<file path="src/rtl/switch_pkg.sv">
// Shared types and constants for the egress scatter-gather DMA.
// Holds address/length widths, the header N-1 field and the FSM states.
package switch_pkg;

  localparam int ADDR_W     = 12;
  localparam int LEN_W      = 4;
  localparam int NW_W       = 12;
  localparam int HDR_NW_MSB = 11;
  localparam int HDR_NW_LSB = 0;

  typedef enum logic [1:0] {
    IDLE,
    READ,
    FREE,
    DRAIN
  } state_e;

  // Word count minus one carried in the packet header word.
  function automatic logic [NW_W-1:0] hdr_nwords_m1(
    input logic [31:0] w
  );
    return w[HDR_NW_MSB:HDR_NW_LSB];
  endfunction

endpackage

</file>
<file path="src/rtl/pack_out_fifo.sv">
// Output FIFO of {sop, eop, data} entries with an occupancy count.
// Ports: i_push/i_wdata write, i_pop reads when o_vld, o_count = entries.
module pack_out_fifo #(
  parameter int DEPTH = 4,
  parameter int W     = 34
) (
  input  logic                         i_clk,
  input  logic                         i_rst,
  input  logic                         i_push,
  input  logic [W-1:0]                 i_wdata,
  input  logic                         i_pop,
  output logic [W-1:0]                 o_rdata,
  output logic                         o_vld,
  output logic [$clog2(DEPTH+1)-1:0]   o_count
);

  localparam int AW = $clog2(DEPTH);
  localparam int CW = $clog2(DEPTH+1);
  localparam logic [AW-1:0] LAST = AW'(DEPTH-1);

  logic [W-1:0]  r_mem [DEPTH];
  logic [AW-1:0] r_wp;
  logic [AW-1:0] r_rp;
  logic [CW-1:0] r_cnt;
  logic          w_pop;

  assign o_vld   = (r_cnt != '0);
  assign w_pop   = o_vld & i_pop;
  assign o_rdata = r_mem[r_rp];
  assign o_count = r_cnt;

  always_ff @(posedge i_clk) begin
    if (i_push) r_mem[r_wp] <= i_wdata;
  end

  always_ff @(posedge i_clk) begin
    if (i_rst) begin
      r_wp  <= '0;
      r_rp  <= '0;
      r_cnt <= '0;
    end else begin
      if (i_push)
        r_wp <= (r_wp == LAST) ? '0 : r_wp + AW'(1);
      if (w_pop)
        r_rp <= (r_rp == LAST) ? '0 : r_rp + AW'(1);
      if (i_push && !w_pop)
        r_cnt <= r_cnt + CW'(1);
      else if (!i_push && w_pop)
        r_cnt <= r_cnt - CW'(1);
    end
  end

endmodule

</file>
<file path="src/rtl/pack_sg_dma.sv">
// Egress scatter-gather read DMA: walks a block list, reads MMU words,
// streams sop/eop/data to Tx and releases each block.
// Ports: tag in (iPktTag*), link SRAM (oLaddr*/iLdata), MMU read
// (oMmuRd*/iMmu*), Tx stream (oTx*/iTxRdy), block release (oFree*/iFreeRdy).
module pack_sg_dma
  import switch_pkg::*;
#(
  parameter int BLK_WORDS   = 16,
  parameter int OFIFO_DEPTH = 4
) (
  input  logic                                 iClk,
  input  logic                                 iRst,
  input  logic                                 iPktTagVld,
  input  logic [ADDR_W-1:0]                    iPktFirAddr,
  input  logic [LEN_W-1:0]                     iPktLen,
  output logic                                 oPktTagRdy,
  output logic [ADDR_W-1:0]                    oLaddr,
  output logic                                 oLaddrVld,
  input  logic [ADDR_W-1:0]                    iLdata,
  output logic [ADDR_W+$clog2(BLK_WORDS)-1:0]  oMmuRdAddr,
  output logic                                 oMmuRdVld,
  input  logic                                 iMmuRdRdy,
  input  logic [31:0]                          iMmuData,
  input  logic                                 iMmuDataVld,
  output logic [31:0]                          oTxData,
  output logic                                 oTxVld,
  output logic                                 oTxSop,
  output logic                                 oTxEop,
  input  logic                                 iTxRdy,
  output logic [ADDR_W-1:0]                    oFreeAddr,
  output logic                                 oFreeVld,
  input  logic                                 iFreeRdy
);

  localparam int OFS_W = $clog2(BLK_WORDS);
  localparam int CW    = $clog2(OFIFO_DEPTH+1);
  localparam logic [CW:0] CREDITS = (CW+1)'(OFIFO_DEPTH);

  state_e            r_state;
  logic [ADDR_W-1:0] r_cur_blk;
  logic [ADDR_W-1:0] r_nxt_blk;
  logic [LEN_W-1:0]  r_blk_left;
  logic [NW_W-1:0]   r_idx;
  logic [NW_W-1:0]   r_nm1;
  logic              r_hdr_ok;
  logic              r_data_done;
  logic              r_lvld;
  logic              r_lcap;
  logic              r_inflight;
  logic              r_rd_sop;
  logic              r_rd_eop;
  logic              rLenErr;

  logic          w_on;
  logic          w_credit;
  logic          w_blk_end;
  logic          w_pkt_end;
  logic          w_force;
  logic          w_hdr_short;
  logic          w_req;
  logic          w_acc;
  logic          w_push;
  logic          w_links_idle;
  logic [33:0]   w_fifo_in;
  logic [33:0]   w_fifo_out;
  logic          w_fifo_vld;
  logic [CW-1:0] w_count;

  assign w_credit  = ({1'b0, w_count} + {{CW{1'b0}}, r_inflight}) < CREDITS;
  assign w_blk_end = &r_idx[OFS_W-1:0];
  assign w_pkt_end = r_hdr_ok && (r_idx == r_nm1);
  // Last block ran out before N words: end the packet here.
  assign w_force   = w_blk_end && (r_blk_left == '0) && !w_pkt_end;
  // Only word 0 precedes the header, so this means N=1 already sent.
  assign w_hdr_short  = r_hdr_ok && (r_idx > r_nm1);
  assign w_req     = (r_state == READ) && w_credit &&
                     ((r_idx == '0) || r_hdr_ok) && !w_hdr_short;
  assign w_acc     = w_req && iMmuRdRdy;
  // Data with nothing in flight is a leftover from before a reset.
  assign w_push    = iMmuDataVld && r_inflight;
  assign w_links_idle = !r_lvld && !r_lcap;

  // Word 0's eop is only known once its own header arrives.
  assign w_fifo_in = {r_rd_sop,
                      r_rd_sop ? (hdr_nwords_m1(iMmuData) == '0) : r_rd_eop,
                      iMmuData};

  pack_out_fifo #(
    .DEPTH (OFIFO_DEPTH),
    .W     (34)
  ) u_fifo (
    .i_clk   (iClk),
    .i_rst   (iRst),
    .i_push  (w_push),
    .i_wdata (w_fifo_in),
    .i_pop   (iTxRdy),
    .o_rdata (w_fifo_out),
    .o_vld   (w_fifo_vld),
    .o_count (w_count)
  );

  always_ff @(posedge iClk) begin
    if (iRst) begin
      r_state     <= IDLE;
      r_cur_blk   <= '0;
      r_nxt_blk   <= '0;
      r_blk_left  <= '0;
      r_idx       <= '0;
      r_nm1       <= '0;
      r_hdr_ok    <= 1'b0;
      r_data_done <= 1'b0;
      r_lvld      <= 1'b0;
      r_lcap      <= 1'b0;
      r_inflight  <= 1'b0;
      r_rd_sop    <= 1'b0;
      r_rd_eop    <= 1'b0;
      rLenErr     <= 1'b0;
    end else begin
      r_lvld <= 1'b0;
      r_lcap <= r_lvld;
      if (r_lcap) r_nxt_blk <= iLdata;
      if (w_acc)
        r_inflight <= 1'b1;
      else if (w_push)
        r_inflight <= 1'b0;
      if (w_acc) begin
        r_idx    <= r_idx + NW_W'(1);
        r_rd_sop <= (r_idx == '0);
        r_rd_eop <= w_pkt_end | w_force;
        if (w_force) rLenErr <= 1'b1;
      end
      if (w_push && r_rd_sop) begin
        r_nm1    <= hdr_nwords_m1(iMmuData);
        r_hdr_ok <= 1'b1;
      end
      unique case (r_state)
        IDLE: begin
          if (iPktTagVld) begin
            r_cur_blk   <= iPktFirAddr;
            r_blk_left  <= iPktLen;
            r_idx       <= '0;
            r_hdr_ok    <= 1'b0;
            r_data_done <= 1'b0;
            r_lvld      <= (iPktLen != '0);
            r_state     <= READ;
          end
        end
        READ: begin
          if (w_acc && (w_blk_end || w_pkt_end)) begin
            r_data_done <= w_pkt_end | w_force;
            r_state     <= FREE;
          end else if (w_hdr_short && w_links_idle) begin
            r_data_done <= 1'b1;
            r_state     <= FREE;
          end
        end
        FREE: begin
          if (iFreeRdy) begin
            if (r_blk_left == '0) begin
              r_state <= IDLE;
            end else begin
              r_cur_blk  <= r_nxt_blk;
              r_blk_left <= r_blk_left - LEN_W'(1);
              r_lvld     <= (r_blk_left != LEN_W'(1));
              r_state    <= r_data_done ? DRAIN : READ;
            end
          end
        end
        DRAIN: begin
          if (w_links_idle) r_state <= FREE;
        end
      endcase
    end
  end

  assign w_on       = !iRst;
  assign oPktTagRdy = w_on && (r_state == IDLE);
  assign oLaddr     = w_on ? r_cur_blk : '0;
  assign oLaddrVld  = w_on && r_lvld;
  assign oMmuRdAddr = w_on ? {r_cur_blk, r_idx[OFS_W-1:0]} : '0;
  assign oMmuRdVld  = w_on && w_req;
  assign oTxData    = w_on ? w_fifo_out[31:0] : '0;
  assign oTxSop     = w_on && w_fifo_vld && w_fifo_out[33];
  assign oTxEop     = w_on && w_fifo_vld && w_fifo_out[32];
  assign oTxVld     = w_on && w_fifo_vld;
  assign oFreeAddr  = w_on ? r_cur_blk : '0;
  assign oFreeVld   = w_on && (r_state == FREE);

endmodule

</file>
<file path="config.mk">
export PLATFORM = sky130hd
export DESIGN_NAME = pack_sg_dma
export DESIGN_NICKNAME = d
export VERILOG_FILES = /design/src/rtl/switch_pkg.sv /design/src/rtl/pack_out_fifo.sv /design/src/rtl/pack_sg_dma.sv
export SDC_FILE = /design/constraint.sdc
export NUM_CORES = 1
export LEC_CHECK = 0
export ABC_CLOCK_PERIOD_IN_PS = 3000
export CAP_MARGIN = 20
export CORE_MARGIN = 8
export CORE_UTILIZATION = 50
export DETAILED_ROUTE_END_ITERATION = 16
export PLACE_DENSITY_LB_ADDON = 0.2
export SYNTH_ARGS = -nofsm -noshare
export SYNTH_HDL_FRONTEND = slang
export SYNTH_SLANG_ARGS = --single-unit
</file>
<file path="constraint.sdc">
create_clock -name iClk -period 3 [get_ports iClk]
set_input_delay 0.6 -clock iClk [delete_from_list [all_inputs] [get_ports iClk]]
set_output_delay 0.6 -clock iClk [all_outputs]
set_load 0.01 [all_outputs]
</file>
=== Word level (Yosys, flattened, before mapping) ===
Memory sizes are Yosys's and may differ from the RTL's. A register that Yosys moved wholly into a read port is not among the register bits.
Cells that the tools add are included.
Widths: inputs -> output; s select.

* Bitwise operators: 2
* Equal/unequal tests: 12
* Add/subtract/negate cells: 7
* Multiplexer cells: 44
* Order comparisons: 2
* Reduce and logical (&&, ||, !) cells: 45

{| class="wikitable"
|+ Operators with widths
! cell !! number
|-
| $mux 12 || 7
|-
| $mux 32 || 1
|-
| $logic_not 12->1 || 2
|-
| $pmux 12 s2 || 1
|-
| $logic_and 1x1->1 || 22
|-
| $mux 2 || 11
|-
| $mux 16 || 1
|-
| $mux 1 || 14
|-
| $add 12x1->12 const B || 1
|-
| $eq 12x12->1 || 1
|-
| $gt 12x12->1 || 1
|-
| $mux 4 || 3
|-
| $reduce_and 4->1 || 3
|-
| $eq 2x2->1 const B || 4
|-
| $ne 2x2->1 const B || 4
|-
| $pmux 2 s4 || 1
|-
| $pmux 4 s2 || 1
|-
| $reduce_bool 2->1 || 4
|-
| $logic_not 1->1 || 7
|-
| $mux 3 || 2
|-
| $add 2x1->2 const B || 2
|-
| $add 3x1->4 || 1
|-
| $logic_not 4->1 || 1
|-
| $lt 4x3->1 const B || 1
|-
| 14 further kinds || 16
|}

* Memory bits (writable): 136
* Bits of input ports: 67
* Output and inout port bits: 79
* Register bits: 68
* Memories kept: 1

{| class="wikitable"
|+ Memory list
! memory !! depth !! bits a word !! rd ports !! clocked after Yosys merged registers in !! wr ports !! RTL line !! text
|-
| u_fifo.r_mem || 4 || 34 || 1 || 1 || 1 || pack_out_fifo.sv:21 || <nowiki>logic [W-1:0] r_mem [DEPTH];</nowiki>
|}

=== Depth between registers and ports, before layout ===
Gate-level depths: netlist of run 1.

* Word-level depth: 9
* Gate-level depth with buffers: 10
* Depth with buffers taken out: 9

=== Modules after synthesis ===
A second synthesis of run 1 with hierarchy kept.

* Cell total of the unflattened synthesis: 676
* Area total of the unflattened synthesis: 9047.4 µm²

{| class="wikitable"
|+ By module, submodules not included
! module !! instances !! area an instance (µm²) !! cells each
|-
| pack_out_fifo || 1 || 5405.2 || 221
|-
| pack_sg_dma || 1 || 3642.2 || 455
|}

=== Worst setup path after synthesis of run 1 ===
OpenSTA, ideal clock, no wires.

* Path kind: register -> output
* Start: register r_nm1[11]
* End: output port oMmuRdVld
* Data required time: 2.400 ns
* Cell stages (with the launch flop): 9
* Arrival: 1.828 ns
* Slack: 0.572 ns
* Buffers on the path: 0
* Cells stage by stage: dfxtp_1 > inv_1 > ha_1 > a21oi_2 > o21ai_2 > or2_0 > o221ai_2 > nand2_1 > nor4_1

* Cells in the longest elaborated chain, start to end: 5

{| class="wikitable"
|+ Ends and longest elaborated chain
! element !! RTL line !! text
|-
| from (decl) || pack_sg_dma.sv:44 || <nowiki>logic [NW_W-1:0] r_nm1;</nowiki>
|-
| from (signal assigned) || pack_sg_dma.sv:133 || <nowiki>r_nm1 <= hdr_nwords_m1(iMmuData);</nowiki>
|-
| $gt 12x12->1 || pack_sg_dma.sv:75 || <nowiki>assign w_hdr_short = r_hdr_ok && (r_idx > r_nm1);</nowiki>
|-
| $logic_and 1x1->1 || pack_sg_dma.sv:75 ||
|-
| $logic_not 1->1 || pack_sg_dma.sv:77 || <nowiki>((r_idx == '0) || r_hdr_ok) && !w_hdr_short;</nowiki>
|-
| $logic_and 1x1->1 || pack_sg_dma.sv:77 ||
|-
| $logic_and 1x1->1 || pack_sg_dma.sv:181 || <nowiki>assign oMmuRdVld = w_on && w_req;</nowiki>
|-
| to (decl) || pack_sg_dma.sv:21 || <nowiki>output logic oMmuRdVld,</nowiki>
|}

Every way passes these cells.

==> results of run 1 <==
[placed cells by master (no fill, tap or decap), types with 8 or more instances in the layout]
cell type	count
nor2b_1	18
clkdlybuf4s50_1	143
nor3_1	8
mux2i_1	27
dfxtp_1	56
clkbuf_16	23
and2_1	35
nor2_1	54
nand2_1	44
ha_1	16
a21oi_1	30
mux4_2	34
inv_1	23
edfxtp_1	136
a211oi_1	15
buf_4	15
dfxtp_2	10
o21ai_0	10
nand3_1	12
[per-stage QoR]
stage / utilization / setup TNS (ns)
floorplan: - / 0
global placement: 0.605 / 0
detailed placement: 0.605 / 0
CTS: 0.649 / 0
finish: 0.658 / 0
global route: 0.658 / -0.0565
[state kept, by name, summed over array words and instances, names as in the netlist, named ones only]
register,count
r_blk_left,4
r_cur_blk,12
r_data_done,1
r_hdr_ok,1
r_idx,12
r_inflight,1
r_lcap,1
r_lvld,1
r_nm1,12
r_nxt_blk,12
r_rd_eop,1
r_rd_sop,1
r_state,2
u_fifo.o_count,3
u_fifo.r_mem,136
u_fifo.r_rp,2
u_fifo.r_wp,2
[timing repair]
item | in CTS | in global routing
pin swaps | 0 | 7
gates cloned | 0 | 1
resized for setup | 9 | 30
setup endpoints to repair | 1 | 24
buffers inserted | 0 | 2
[layout make-up]
class / instances / area (um2)
Multi-Input combinational cell: 385 / 3140
Fill cell: 1232 / 5930
Clock inverter: 9 / 128
Timing Repair Buffer: 165 / 1660
Clock buffer: 31 / 612
Tap cell: 225 / 282
Inverter: 25 / 93.8
Sequential cell: 206 / 5510
[power breakdown]
part | switching, W | internal (W)
Clock | 0.00103 | 0.00168
Combinational | 0.000576 | 0.000729
Sequential | 0.0000885 | 0.00312
[per-layer routing]
metal,vias up,share of wire,GRT usage
met3,27,0.064,0.0393
li1,2711,-,-
met4,0,0.018,0.0429
met5,-,0,0
met1,2765,0.42,0.206
met2,164,0.50,0.303
[kinds of logic after synthesis]
family                     Yosys count
buffers and inverters               83
adders and majority gates           23
and+or+nand+nor                    213
DFF                                206
muxes                               61
xor gates and xnor gates             8
AOI/OAI and AO/OA                   80
[tightest hold or removal path, stage by stage, from the launching register on]
cell and delay (ns):
dfxtp_1 0.31, nand2_1 0.05, a21oi_1 0.05
[worst paths after layout]
kind / slack [ns] / cells after the start / to / from
max: 0.09 / 4 / oTxSop / flop
min: 0.46 / 2 / r_nm1[11] / r_nm1[11]
max reg2reg: 0.58 / 10 / r_idx[9] / r_nm1[7]
min reg2reg: 0.46 / 2 / r_nm1[11] / r_nm1[11]
==> impl_metrics.csv, run 1 <==
group,metric,value,unit
routing,vias_per_cell,5.42,
place,post-place-ws,0.113,ns
synth,yosys.area_share.simple,0.123,
floorplanning,start_util,0.513,
critical_path,critPathMaxStageDelay,0.52,ns
place,numPortBuffers,145,
floorplanning,dieWidth,149,um
finish,final_cells,1046,
critical_path,worst-path-buf-inv,2,
cts,cts_buffer_depth,3,
sta,holdWs,0.457,ns
synth,netlist_top_cells_count,"edfxtp_1 (136), dfxtp_1 (70), nor2_1 (54), nand2_1 (44), and2_1 (35)",
cts,clk_pin_slew_worst_paths,0.06,ns
sta,finClkSkew,0.00793,ns
synth,synth_top_family_by_area,"simple AND/OR/NAND/NOR gates",
synth,ys_ff_latch,206,
synth,synthMuxAreaShare,0.116,
synth,synth_compound_area_frac,0.0569,
critical_path,crit_required,2.40,ns
routing,drc,0,
sta,period_share,0.969,
synth,seq_area_frac_synth,0.616,
synth,synth_area_leader_cell,"edfxtp_1",
power,totalPowerFinal,0.00722,W
finish,final_cell_area,0.0114,mm2
synth,synth_cell_types,50,
cts,cts_tree,"done",
critical_path,crit_slowest_cell,"mux4_2",
synth,synth_xor_area_frac,0.00787,
synth,yosys-top-cells-area,"edfxtp_1 (46%), dfxtp_1 (16%), mux4_2 (8.6%)",
sta,tightest_slew,0.725,ns
routing,vias,5667,
cts,ctsRootBufferMaster,"clkbuf_16",
sta,setup_viol,0,
cts,cts_made_buffers,22,
run,maxCapViolCount,0,
synth,synth.avg_cell_area,13.2,um2
power,leakage,3.93,nW
floorplanning,core,0.0174,mm2
global_routing,antenna_found_initial,0,
finish,nets,895,
min_path,hp-class,"flop to flop",
floorplanning,row_count,48,
routing,detail-route-antenna-nets,0,
sta,fmax,344,MHz
place,gp_congestion,0.830,
cts,postCtsHoldBufs,0,
sta,period_needed,2.91,ns
routing,drt_iter0_drc,219,
global_routing,grt_pass1_vias,6060,
cts,cts.sinks,206,
synth,synth_flop_cell,"edfxtp_1",
synth,synth-edff-count,136,
sta,rsz0062_at_grt,"yes",
place,dpl_cell_area,0.0105,mm2
synth,synth_fa_ha_area_frac,0.0332,
synth,synth_top_area_share,0.459,
place,dp.cells,1003,
critical_path,cp_top_family,"buffers and inverters",
power,ir_worst_vdd,0.391,mV
synth,async_flop_share,0,
synth,syn_area,0.00890,mm2
finish,drive_gt1_frac,0.160,
routing,route.detailed.wl_per_inst,19.0,um
synth,synth_warnings,0,
status,status,"finished, final reports clean",
critical_path,path_cells,"buf_12, mux4_2, and2_1, clkdlybuf4s50_1",
critical_path,path_max_fanout,17,
routing,wirelength,19.9,mm
global_routing,grt_pass1_wl,30.7,mm
sta,slew_headroom,0.513,
floorplanning,io_pins,146,
critical_path,endpoint_kind,"primary output",
synth,synthCells,674,
finish,area_growth,28.3,%
synth,synthMostInstantiatedCell,"edfxtp_1",
critical_path,startpoint_type,"flop",
global_routing,grt_max_degree,35,
sta,drv_slew,0,
finish,antenna_cells,0,
power,power_density,632,mW/mm2
routing,drt_first_pass_iters,4,
critical_path,worst-setup-path-type,"flop to primary output",
cts,cts_max_level,1,
sta,worst_slack,0.0944,ns
global_routing,groute.usage.overall,0.171,
sta,hold_viol_final,0,
cts,clock_latency,0.49,ns
floorplanning,die_y,149,um
global_routing,grt_overflow_total,0,
critical_path,worst-endpoint-arrival,2.31,ns
floorplanning,die-area,0.0223,mm2
synth,synth_fp_nets,764,
place,dp.final_hpwl,13.0,mm
(Power assumes the default switching activity.)
==> run 2, diff against run 1 <==
- PLACE_DENSITY: unset -> 0.76
- PLACE_DENSITY_LB_ADDON: 0.2 -> unset
==> run 2 against run 1 <==
Compared with the run above: via count is 2.5% higher; worst hold slack worse by 0.049 ns; critical path depth increased by 5; register-to-register slack got worse by 0.03 ns; combinational power is essentially flat; sequential power about the same; clock power decreased by 11%; largest cell class unchanged; die area unchanged; first-iteration DRC count increased by 44%; cell area decreased by 1.4%; global-route usage rose by 0.72 points; power is 3.6% lower.
==> impl_metrics.csv, run 2 (synthesized netlist as in run 1, its figures left out) <==
group,metric,value,unit
sta,drv_slew,0,
routing,detail-route-antenna-nets,0,
finish,n_fill_cell,1218,
power,power_density,618,mW/mm2
sta,slew_headroom,0.509,
sta,hold_viol_final,0,
global_routing,grt_max_degree,35,
place,dp.final_hpwl,13.7,mm
place,dpl_cell_area,0.0105,mm2
finish,largest_reg_flops,136,
critical_path,reg2reg_depth,10,
finish,mostFrequentLayoutCell,"clkdlybuf4s50_1",
sta,setup_viol,0,
power,leakage,3.88,nW
routing,drt_iter0_drc,316,
critical_path,timing.rr.end,"r_idx[7]",
cts,cts_tree,"done",
cts,cts_buffer_depth,3,
power,internal_power,0.00521,W
floorplanning,die-area,0.0223,mm2
cts,clock_latency,0.51,ns
critical_path,startpoint_type,"flop",
finish,area_growth,26.5,%
finish,final_cell_mix,"clkdlybuf4s50_1 (143), edfxtp_1 (136), dfxtp_1 (64)",
cts,ctsRootBufferMaster,"clkbuf_16",
finish,final_cell_area,0.0113,mm2
routing,wirelength,20.6,mm
routing,m1WireLength,8.48,mm
routing,top_layer_used,"met4",
routing,wl_met2,10.1,mm
critical_path,crit_path_start,"r_nm1[5]",
critical_path,path_max_fanout,2,
routing,route.detailed.wl_per_inst,19.7,um
sta,rsz0062_at_grt,"yes",
place,gp_congestion,0.920,
finish,antenna_cells,0,
sta,worst_slack,0.0682,ns
status,status,"finished, final reports clean",
global_routing,grt_pass1_vias,6068,
routing,wl_met3,1.76,mm
finish,drive_gt1_frac,0.139,
floorplanning,start_util,0.513,
critical_path,worst-setup-path-type,"flop to primary output",
min_path,holdPathEnd,"r_cur_blk[8]",
power,ir_worst_vdd,0.412,mV
power,seqPwrFrac,0.460,
critical_path,reg2reg_slack,0.55,ns
min_path,hp-start,"iRst",
critical_path,r2r-start,"r_nm1[5]",
critical_path,worst-endpoint-arrival,2.33,ns
cts,cts_made_buffers,22,
floorplanning,die_y,149,um
cts,cts_max_level,1,
cts,postCtsHoldBufs,0,
sta,tightest_slew,0.729,ns
power,p_switching,0.00175,W
min_path,min_path_cells,2,
sta,fmax,341,MHz
cts,cts_setup_buffers,0,
sta,period_needed,2.93,ns
routing,drt_first_pass_iters,5,
power,switching_share,0.251,
global_routing,grt_overflow_total,0,
place,numPortBuffers,145,
finish,top_register,"u_fifo.r_mem",
critical_path,endpoint_kind,"primary output",
finish,nets,898,
floorplanning,row_count,48,
floorplanning,dieWidth,149,um
critical_path,crit_required,2.40,ns
power,clkPwrFrac,0.347,
cts,cts.sinks,206,
global_routing,antenna_found_initial,0,
power,p_comb_frac,0.193,
routing,drc,0,
floorplanning,core,0.0174,mm2
sta,finClkSkew,0.0247,ns
place,post-place-ws,0.129,ns
routing,vias,5810,
floorplanning,io_pins,146,
routing,vias_per_cell,5.55,
sta,period_share,0.977,
min_path,hp-class,"input port to flop",
global_routing,groute.usage.overall,0.178,
cts,clk_pin_slew_worst_paths,0.06,ns
run,maxCapViolCount,0,
global_routing,grt_pass1_wl,31.8,mm
==> run 2: cell count changes in the layout (fill, tap and decap cells not counted), sizes merged <==
cell / previous run / this run
clkbuf: 32 / 27
clkinv: 4 / 9
buf: 21 / 24
bufinv: 3 / 0
inv: 25 / 27
clkinvlp: 2 / 1
==> run 2: final cells by class <==
| type | instances | area, um2 | area share |
|---|---|---|---|
| Sequential cell | 206 | 5490 | 0.488 |
| Multi-Input combinational cell | 385 | 3070 | 0.273 |
| Timing Repair Buffer | 168 | 1680 | 0.149 |
| Clock buffer | 26 | 567 | 0.0503 |
| Tap cell | 225 | 282 | 0.0250 |
| Inverter | 25 | 93.8 | 0.00833 |
| Clock inverter | 12 | 73.8 | 0.00656 |
==> run 2: layer usage <==
metal	track usage	vias to the layer above
met1	0.214	2846
met4	0.0409	0
met2	0.312	223
li1	-	2716
met5	0	-
met3	0.0486	25
==> run 2: worst max-delay path by stage <==
stage                       end  cells after the start
global placement      oMmuRdVld                      9
finish                oMmuRdVld                      9
CTS                 oTxData[11]                      4
global route          oMmuRdVld                      9
detailed placement    oMmuRdVld                      9
floorplan             oMmuRdVld                      8
==> run 2: what timing repair did <==
item / in CTS / in global routing
endpoints found under the setup margin: 1 / 13
resized for setup: 6 / 11
gates cloned: 0 / 1
pin swaps: 0 / 3
endpoints found under the hold margin: 0 / 0
==> run 2: power groups by stage <==
stage,registers [W],logic (W),clock network (W)
3_5_place_dp,0.00325,0.00132,0
4_1_cts,0.00320,0.00133,0.00247
3_3_place_gp,0.00325,0.00129,0
6_report,0.00320,0.00134,0.00242
5_1_grt,0.00321,0.00145,0.00258
2_1_floorplan,0.00322,0.000816,0
==> run 2: critical path, stage by stage, from the launching register on <==
cell and delay [ns]:
dfxtp_2 0.33, inv_1 0.04, ha_1 0.29, a21oi_1 0.13
o21ai_1 0.10, or2_1 0.23, o221ai_2 0.21, nand2_1 0.09
nor4_2 0.23, buf_2 0.17
==> run 2: metrics by stage <==
step / utilization / hold WS [ns] / setup TNS [ns] / cells / total power [W]
after floorplan: - / 0.432 / 0 / 674 / 0.00404
after global placement: 0.608 / 0.449 / 0 / 1008 / 0.00453
after detailed placement: 0.608 / 0.455 / 0 / 1008 / 0.00457
after CTS: 0.645 / 0.398 / 0 / 1046 / 0.00699
after global routing: 0.649 / 0.438 / -0.0234 / 1047 / 0.00724
final: 0.649 / 0.408 / 0 / 1047 / 0.00696
